<file path="src/rtl/eq_arbiter_if.sv">
// eq_arbiter_if: requester, comparator and response signals of the equality-compare arbiter
interface eq_arbiter_if #(
   parameter int NUM = 4,
   parameter int W   = 16
);
   logic [NUM*2*W-1:0] req_data;
   logic [NUM-1:0]     req_valid;
   logic [NUM-1:0]     req_ready;
   logic [2*W-1:0]     cmp_data;
   logic               cmp_valid;
   logic               cmp_ready;
   logic               res_data;
   logic               res_valid;
   logic               res_ready;
   logic [NUM-1:0]     resp_data;
   logic [NUM-1:0]     resp_valid;
   logic [NUM-1:0]     resp_ready;
   logic               busy;
   logic               timeout_err;
   modport slave (
      input  req_data, req_valid, cmp_ready, res_data, res_valid, resp_ready,
      output req_ready, cmp_data, cmp_valid, res_ready, resp_data, resp_valid, busy, timeout_err
   );
   modport master (
      output req_data, req_valid, cmp_ready, res_data, res_valid, resp_ready,
      input  req_ready, cmp_data, cmp_valid, res_ready, resp_data, resp_valid, busy, timeout_err
   );
endinterface

</file>
<file path="src/rtl/eq_arbiter.sv">
// eq_arbiter: round-robin sharing of one equality comparator among NUM requesters; define EQ_ARB_TIMEOUT_EN to abort stalled ISSUE after TIMEOUT cycles
module eq_arbiter #(
   parameter int NUM     = 4,
   parameter int W       = 16,
   parameter int TIMEOUT = 255
) (
   input logic         clk,
   input logic         rst,
   eq_arbiter_if.slave bus
);
   localparam int GW = $clog2(NUM);
   typedef enum logic [1:0] {IDLE, ISSUE, RESP} state_t;
   state_t         r_state;
   logic [GW-1:0]  r_ptr, r_g, w_g;
   logic [2*W-1:0] r_ops, w_ops;
   logic           r_cmp_valid, r_cmp_done, r_res_done, r_res, r_to;
   logic [NUM-1:0] r_resp_valid, r_resp_data;
   logic           w_any, w_cmp_hs, w_res_hs, w_cd, w_rd, w_to;
   if (NUM < 2 || NUM > 8 || TIMEOUT < 1 || TIMEOUT > 255) begin : g_bad_param
      $error("eq_arbiter: parameter out of range");
   end
   // Round-robin pick: first valid requester at or after ptr, and its operand pair
   always_comb begin
      logic [GW-1:0] idx;
      idx   = '0;
      w_g   = '0;
      w_ops = '0;
      for (int k = NUM - 1; k >= 0; k--) begin
         idx = GW'((int'(r_ptr) + k) % NUM);
         if (bus.req_valid[idx]) w_g = idx;
      end
      for (int i = 0; i < NUM; i++) if (w_g == GW'(i)) w_ops = bus.req_data[i*2*W +: 2*W];
   end
   assign w_any    = |bus.req_valid;
   assign w_cmp_hs = r_cmp_valid & bus.cmp_ready;
   assign w_res_hs = bus.res_ready & bus.res_valid;
   assign w_cd     = r_cmp_done | w_cmp_hs;
   assign w_rd     = r_res_done | w_res_hs;
`ifdef EQ_ARB_TIMEOUT_EN
   logic [7:0] r_cnt;
   // Count ISSUE cycles; the count restarts whenever ISSUE is entered
   always_ff @(posedge clk)
      if (!rst || r_state != ISSUE) r_cnt <= '0;
      else r_cnt <= r_cnt + 8'd1;
   assign w_to = r_state == ISSUE && r_cnt == 8'(TIMEOUT - 1);
`else
   assign w_to = 1'b0;
`endif
   // Transaction FSM: grant in IDLE, two independent handshakes in ISSUE, hold the response in RESP
   always_ff @(posedge clk) begin
      if (!rst) begin
         r_state      <= IDLE;
         r_ptr        <= '0;
         r_g          <= '0;
         r_ops        <= '0;
         r_cmp_valid  <= 1'b0;
         r_cmp_done   <= 1'b0;
         r_res_done   <= 1'b0;
         r_res        <= 1'b0;
         r_to         <= 1'b0;
         r_resp_valid <= '0;
         r_resp_data  <= '0;
      end else begin
         r_to <= 1'b0;
         case (r_state)
            IDLE: if (w_any) begin
               r_g         <= w_g;
               r_ops       <= w_ops;
               r_cmp_valid <= 1'b1;
               r_cmp_done  <= 1'b0;
               r_res_done  <= 1'b0;
               r_state     <= ISSUE;
            end
            ISSUE: begin
               r_cmp_done <= w_cd;
               r_res_done <= w_rd;
               if (w_cmp_hs) r_cmp_valid <= 1'b0;
               if (w_res_hs) r_res <= bus.res_data;
               if (w_cd && w_rd) begin
                  r_state      <= RESP;
                  r_resp_valid <= NUM'(1) << r_g;
                  r_resp_data  <= (w_res_hs ? bus.res_data : r_res) ? NUM'(1) << r_g : '0;
               end else if (w_to) begin
                  r_state      <= RESP;
                  r_cmp_valid  <= 1'b0;
                  r_to         <= 1'b1;
                  r_resp_valid <= NUM'(1) << r_g;
                  r_resp_data  <= '0;
               end
            end
            RESP: if (bus.resp_ready[r_g]) begin
               r_state      <= IDLE;
               r_resp_valid <= '0;
               r_resp_data  <= '0;
               r_ptr        <= (r_g == GW'(NUM - 1)) ? '0 : r_g + 1'b1;
            end
            default: r_state <= IDLE;
         endcase
      end
   end
   assign bus.req_ready   = (r_state == IDLE && rst && w_any) ? NUM'(1) << w_g : '0;
   assign bus.cmp_data    = r_ops;
   assign bus.cmp_valid   = r_cmp_valid;
   assign bus.res_ready   = r_state == ISSUE && !r_res_done;
   assign bus.resp_valid  = r_resp_valid;
   assign bus.resp_data   = r_resp_data;
   assign bus.busy        = r_state != IDLE;
   assign bus.timeout_err = r_to;
endmodule

</file>
<file path="src/flat_wrapper.sv">
// flat-port wrapper written by rule: the top's interface ports become plain ports
module eq_arbiter_flat 
#(
   parameter int NUM     = 4,
   parameter int W       = 16,
   parameter int TIMEOUT = 255
)
  (clk, rst, bus_req_data, bus_req_valid, bus_cmp_ready, bus_res_data, bus_res_valid, bus_resp_ready, bus_req_ready, bus_cmp_data, bus_cmp_valid, bus_res_ready, bus_resp_data, bus_resp_valid, bus_busy, bus_timeout_err);
  eq_arbiter_if #(.NUM(NUM), .W(W)) bus_i ();
  input logic clk;
  input logic rst;
  input wire logic [$bits(bus_i.req_data)-1:0] bus_req_data;
  input wire logic [$bits(bus_i.req_valid)-1:0] bus_req_valid;
  input wire logic [$bits(bus_i.cmp_ready)-1:0] bus_cmp_ready;
  input wire logic [$bits(bus_i.res_data)-1:0] bus_res_data;
  input wire logic [$bits(bus_i.res_valid)-1:0] bus_res_valid;
  input wire logic [$bits(bus_i.resp_ready)-1:0] bus_resp_ready;
  output wire logic [$bits(bus_i.req_ready)-1:0] bus_req_ready;
  output wire logic [$bits(bus_i.cmp_data)-1:0] bus_cmp_data;
  output wire logic [$bits(bus_i.cmp_valid)-1:0] bus_cmp_valid;
  output wire logic [$bits(bus_i.res_ready)-1:0] bus_res_ready;
  output wire logic [$bits(bus_i.resp_data)-1:0] bus_resp_data;
  output wire logic [$bits(bus_i.resp_valid)-1:0] bus_resp_valid;
  output wire logic [$bits(bus_i.busy)-1:0] bus_busy;
  output wire logic [$bits(bus_i.timeout_err)-1:0] bus_timeout_err;
  assign bus_i.req_data = bus_req_data;
  assign bus_i.req_valid = bus_req_valid;
  assign bus_i.cmp_ready = bus_cmp_ready;
  assign bus_i.res_data = bus_res_data;
  assign bus_i.res_valid = bus_res_valid;
  assign bus_i.resp_ready = bus_resp_ready;
  assign bus_req_ready = bus_i.req_ready;
  assign bus_cmp_data = bus_i.cmp_data;
  assign bus_cmp_valid = bus_i.cmp_valid;
  assign bus_res_ready = bus_i.res_ready;
  assign bus_resp_data = bus_i.resp_data;
  assign bus_resp_valid = bus_i.resp_valid;
  assign bus_busy = bus_i.busy;
  assign bus_timeout_err = bus_i.timeout_err;
  eq_arbiter #(.NUM(NUM), .W(W), .TIMEOUT(TIMEOUT)) u_core (.clk(clk), .rst(rst), .bus(bus_i));
endmodule
</file>
<file path="config.mk">
export PLATFORM = sky130hd
export DESIGN_NAME = eq_arbiter_flat
export DESIGN_NICKNAME = d
export VERILOG_FILES = /design/src/rtl/eq_arbiter_if.sv /design/src/rtl/eq_arbiter.sv /design/src/flat_wrapper.sv
export SDC_FILE = /design/constraint.sdc
export NUM_CORES = 1
export LEC_CHECK = 0
export CAP_MARGIN = 20
export CELL_PAD_IN_SITES_DETAIL_PLACEMENT = 0
export CELL_PAD_IN_SITES_GLOBAL_PLACEMENT = 1
export CORE_ASPECT_RATIO = 1.2
export CORE_MARGIN = 2
export CORE_UTILIZATION = 27
export CTS_CLUSTER_SIZE = 24
export DETAILED_ROUTE_END_ITERATION = 16
export GPL_TIMING_DRIVEN = 0
export PLACE_DENSITY_LB_ADDON = 0.2
export SYNTH_ARGS = -nofsm -noshare
export SYNTH_HDL_FRONTEND = slang
export SYNTH_SLANG_ARGS = --single-unit
</file>
<file path="constraint.sdc">
create_clock -name clk -period 2.13 [get_ports clk]
set_input_delay 0.426 -clock clk [delete_from_list [all_inputs] [get_ports clk]]
set_output_delay 0.426 -clock clk [all_outputs]
set_load 0.02 [all_outputs]
</file>
# Yosys cells after proc, flatten, opt, wreduce, memory -nomap -nowiden
# Cells that the tools add are included.
[word_totals]
elab_cells = 89
reg_bits = 50
inputBits = 141
out_inout_bits = 48
[op_classes]
mux = 37
bitwise_logic = 4
n_reduce_logical = 17
n_addsub = 4
shift = 2
magnitude_cmp = 5
n_eq_ne = 10
[op_table]
columns = ["operator", "count"]
rows = [
  ["$mux W32", 4],
  ["$mux W4", 5],
  ["$mux W2", 8],
  ["$pmux W4 S2", 2],
  ["$lt A2 B3 Y1 const B", 5],
  ["$bmux W1 S2", 5],
  ["$mux W1", 9],
  ["$reduce_and A3 Y1", 3],
  ["$eq A2 B2 Y1 const B", 4],
  ["$ne A2 B1 Y1 const B", 4],
  ["$shl A1 B2 Y4 const A", 2],
  ["$pmux W1 S2", 3],
  ["$pmux W2 S3", 1],
  ["$reduce_and A2 Y1", 3],
  ["$reduce_bool A2 Y1", 3],
  ["$add A2 B1 Y2 const B", 2],
  ["$add A2 B2 Y2 const B", 2],
  ["$eq A2 B1 Y1 const B", 2],
  ["$logic_and A1 B1 Y1", 4],
  ["$logic_not A2 Y1", 2],
  ["$reduce_or A4 Y1", 1],
  ["$and A1 B1 Y1", 2],
  ["$or A1 B1 Y1", 2],
  ["$logic_not A1 Y1", 1],
]

# Longest topological paths before layout
[logic_depth]
ltp_word = 12
ltp_mapped = 8
depth_no_buf = 5

# Worst setup path before layout
# Ideal clock, no wire load.
[synth_path]
path_kind = "input to output"
startpoint = "input port bus_req_valid[2]"
endpoint = "output port bus_req_ready[0]"
required_time_ns = 1.704
path_slack_ns = 0.007
path_stages = 7
arrival_time_ns = 1.697
n_path_buf = 2
cell_sequence = "nor2b_1 a211o_1 o21a_1 buf_6 nand3b_4 buf_6 nor2_1"
[synth_between]
elab_chain_len = 8
word_cells_on_any_way = 16
classes_between = "shift: 1; mux: 13; reduce/logical: 2"
[synth_rtl]
columns = ["item", "line_no", "text"]
rows = [
  ["start: declaration", "flat_wrapper.sv:13", "input wire logic [$bits(bus_i.req_valid)-1:0] bus_req_valid;"],
  ["$bmux W1 S2", "eq_arbiter.sv:30", "if (bus.req_valid[idx]) w_g = idx;"],
  ["$mux W1 (not written as such)", "eq_arbiter.sv:30", ""],
  ["$mux W2 (4 in a row)", "eq_arbiter.sv:30", ""],
  ["$shl A1 B2 Y4", "eq_arbiter.sv:101", "assign bus.req_ready = (r_state == IDLE && rst && w_any) ? NUM'(1) << w_g : '0;"],
  ["$mux W4 (*)", "eq_arbiter.sv:101", ""],
  ["end: declaration", "flat_wrapper.sv:18", "output wire logic [$bits(bus_i.req_ready)-1:0] bus_req_ready;"],
]
# Mark *: on every way between the ends. The rest lies on a longest branch, timed or not. The select of a mux whose other input is x is not followed.

# Worst setup path in the final report
[layout_path]
startpoint = "input port bus_req_valid[2]"
endpoint = "output port bus_req_ready[2]"
# Same word-level chain as after synthesis.

==> qor.yml <==
initial_core_util_pct: 27.4
crit_arrival_ns: 1.65
cts_made_buffers: 5
clock_latency_ns: 0.29
drc: 0
synth_area_sq_um: 3290
coreArea_sq_um: 12000
grt-ovfl-total: 0
endpoint_kind: "primary output"
rsz0062_at_grt: "true"
worst_clock_skew_ns: 0.00486
grt_usage_pct: 18.4
die_h_um: 125
path_clk_slew_ns: 0.06
p_per_area_nw_per_um2: 526
path_max_fanout: 4
place_congestion: 0.777
avgSynthCellArea_sq_um: 9.29
crit_path_start_kind: "primary input"
cts_tree: "built"
grt_pass1_wl_um: 19200
ys_warn_count: 0
async_flop_share_pct: 0
die-area_sq_um: 13100
synth_most_common_cell: "dfxtp_1"
ys_types: 43
critical-path-max-stage-delay_ns: 0.30
hold_violations: 0
antennaDiodeCount: 0
fin_crit_sh_pct: 97.5
fin_area_sq_um: 5690
nNetsFinal: 705
setup_slack_ns: 0.0529
row_count: 44
yosys.area.top_type: "dfxtp_1"
routed_wl_um: 12000
cp.required_ns: 1.70
antenna_left: 0
grt_start_max_net_pins: 16
pin_count: 189
use_met2_pct: 33.3
critPathKind: "primary input to primary output"
slew_violations: 0
drt-pass1-iter-count: 4
grt_pass1_vias: 3445
vias: 3418
use_met3_pct: 4.60
synth_area_leaders: "dfxtp_1 30%, mux2i_1 11%, o211ai_2 11%"
htreeDepth: 2
netlist_top_cells_count: "50 x dfxtp_1, 36 x mux2i_1, 36 x nand2_1, 34 x nand3_1, 31 x o21ai_0"
crit_family: "simple AND/OR/NAND/NOR gates"
hpwlAfterDp_um: 9300
dr.first_iter.drc_count: 131
synth_nets: 499
max_freq_mhz: 481
use_met1_pct: 21.6
port_buffers: 187
area_growth_pct: 73.2
antenna_found_initial: 0
cp_common_cell: "buf_4"
worst-slew-pin-transition_ns: 0.657
dpl_cell_area_sq_um: 5360
final_util_pct: 47.4
cp_slowest_cell: "nor4_4"
status: "finished clean"
cts-root-buf: "clkbuf_16"
synth_top_area_share_pct: 30.5
path_buf_inv: 4
synth_edf_count: 0
synth_flop_cell: "dfxtp_1"
holdCritPathClass: "flip-flop to flip-flop"
syn_inst: 354
drt-wirelength-per-cell_um: 16.6
cts_max_path_buffers: 2
vias_per_cell: 4.73
preCtsSetupSlack_ns: -1.30
drive_above_1_share_pct: 21.2
peakVddDrop_mv: 0.347
slew-limit-headroom_pct: 56.0
clock_sinks: 50
final-setup-viol-count: 0
maxCapViolations: 0
top_usage_layer: "met2"
ys_ff_latch: 50
die_w_um: 105
finalPower_uw: 3000
cp_cell_sequence: "buf_4 -> nor2b_4 -> buf_4 -> nor4_4 -> buf_4 -> nor2_4 -> and2_1 -> clkbuf_4"
yosysSeqAreaShare_pct: 30.5
period_needed_ns: 2.08
leakage_uw: 0.00220
-- tightest hold or removal path, delay by kind of cell (launching register included) --
family	cells	cell delay, ns
flip-flops	1	0.32
AND/OR/NAND/NOR	1	0.06
AO/OA/AOI/OAI	1	0.06
-- routing by layer --
layer	vias up	share of wire, %
met5	-	0
met4	0	0.92
met3	6	6.1
met2	116	52
met1	1589	41
li1	1707	-
-- cell families after synthesis --
group	Yosys count	synth area share, %
buf+inv	34	7.61
simple gates	113	17.9
flops	50	30.5
compound gates	114	30.4
mux	38	12.0
other cells	1	0.114
fa+ha+maj	4	1.52
-- where the power goes --
group / total, uW / leakage (uW) / internal (uW) / switching [uW]
combinational: 1020 / 0.00170 / 578 / 437
sequential: 1060 / 0.000412 / 1020 / 49.3
clock: 915 / 0.0000836 / 551 / 365
-- placed cells by master, fill, tap and decap left out, types with 3 or more instances in the layout --
| master | count |
|---|---|
| a21bo_2 | 18 |
| clkbuf_16 | 5 |
| inv_1 | 4 |
| nor2_4 | 3 |
| nand2_1 | 35 |
| clkbuf_1 | 6 |
| ha_1 | 4 |
| clkdlybuf4s50_1 | 178 |
| buf_4 | 23 |
| buf_2 | 9 |
| dfxtp_1 | 47 |
| and2_1 | 4 |
| a21boi_0 | 4 |
| mux2i_1 | 36 |
| nor2b_1 | 13 |
| buf_6 | 7 |
| nand3_1 | 34 |
| nor2b_4 | 3 |
| o221ai_1 | 3 |
| a32oi_1 | 5 |
| o211ai_2 | 28 |
| a21bo_1 | 11 |
| nor2_1 | 6 |
| a22oi_1 | 4 |
| o21ai_0 | 31 |
-- per-stage QoR --
stage | instances | hold WS (ns) | TNS (ns)
final | 722 | 0.472 | 0
after global routing | 722 | 0.487 | -0.0909
after CTS | 721 | 0.474 | -0.0639
after detailed placement | 702 | 0.458 | -17.49
after global placement | 702 | 0.453 | -16.83
after floorplan | 354 | 0.455 | 0
-- state kept, by name, summed over array words and instances (netlist names) --
signal                 cells
u_core.bus.cmp_data       32
u_core.bus.cmp_valid       1
u_core.bus.resp_data       4
u_core.bus.resp_valid      4
u_core.r_cmp_done          1
u_core.r_g                 2
u_core.r_ptr               2
u_core.r_res               1
u_core.r_res_done          1
u_core.r_state             2
-- path summary, 6_finish.rpt --
check | start | end | slack, ns | depth (start not counted)
worst max-delay path | bus_req_valid[2] | bus_req_ready[2] | 0.05 | 8
worst min-delay path | u_core.bus.cmp_data[19] | u_core.bus.cmp_data[19] | 0.47 | 2
worst max register to register | u_core.r_ptr[0] | u_core.bus.cmp_data[18] | 0.20 | 7
worst min register to register | u_core.bus.cmp_data[19] | u_core.bus.cmp_data[19] | 0.47 | 2
-- area by class of cell --
| class | instances | area [sq um] |
|---|---|---|
| Tap cell | 161 | 201 |
| Timing Repair Buffer | 203 | 1970 |
| Clock inverter | 3 | 40.0 |
| Clock buffer | 5 | 125 |
| Fill cell | 1240 | 6310 |
| Sequential cell | 50 | 1010 |
| Multi-Input combinational cell | 270 | 2130 |
| Inverter | 4 | 15.0 |
| Buffer | 26 | 201 |
-- repair_timing --
item,in CTS,in global routing
resized for setup,74,3
hold buffers,0,0
setup buffers,12,4
pin swaps,7,3
endpoints found under the setup margin,37,5
Power figures use the tool's default switching activity.
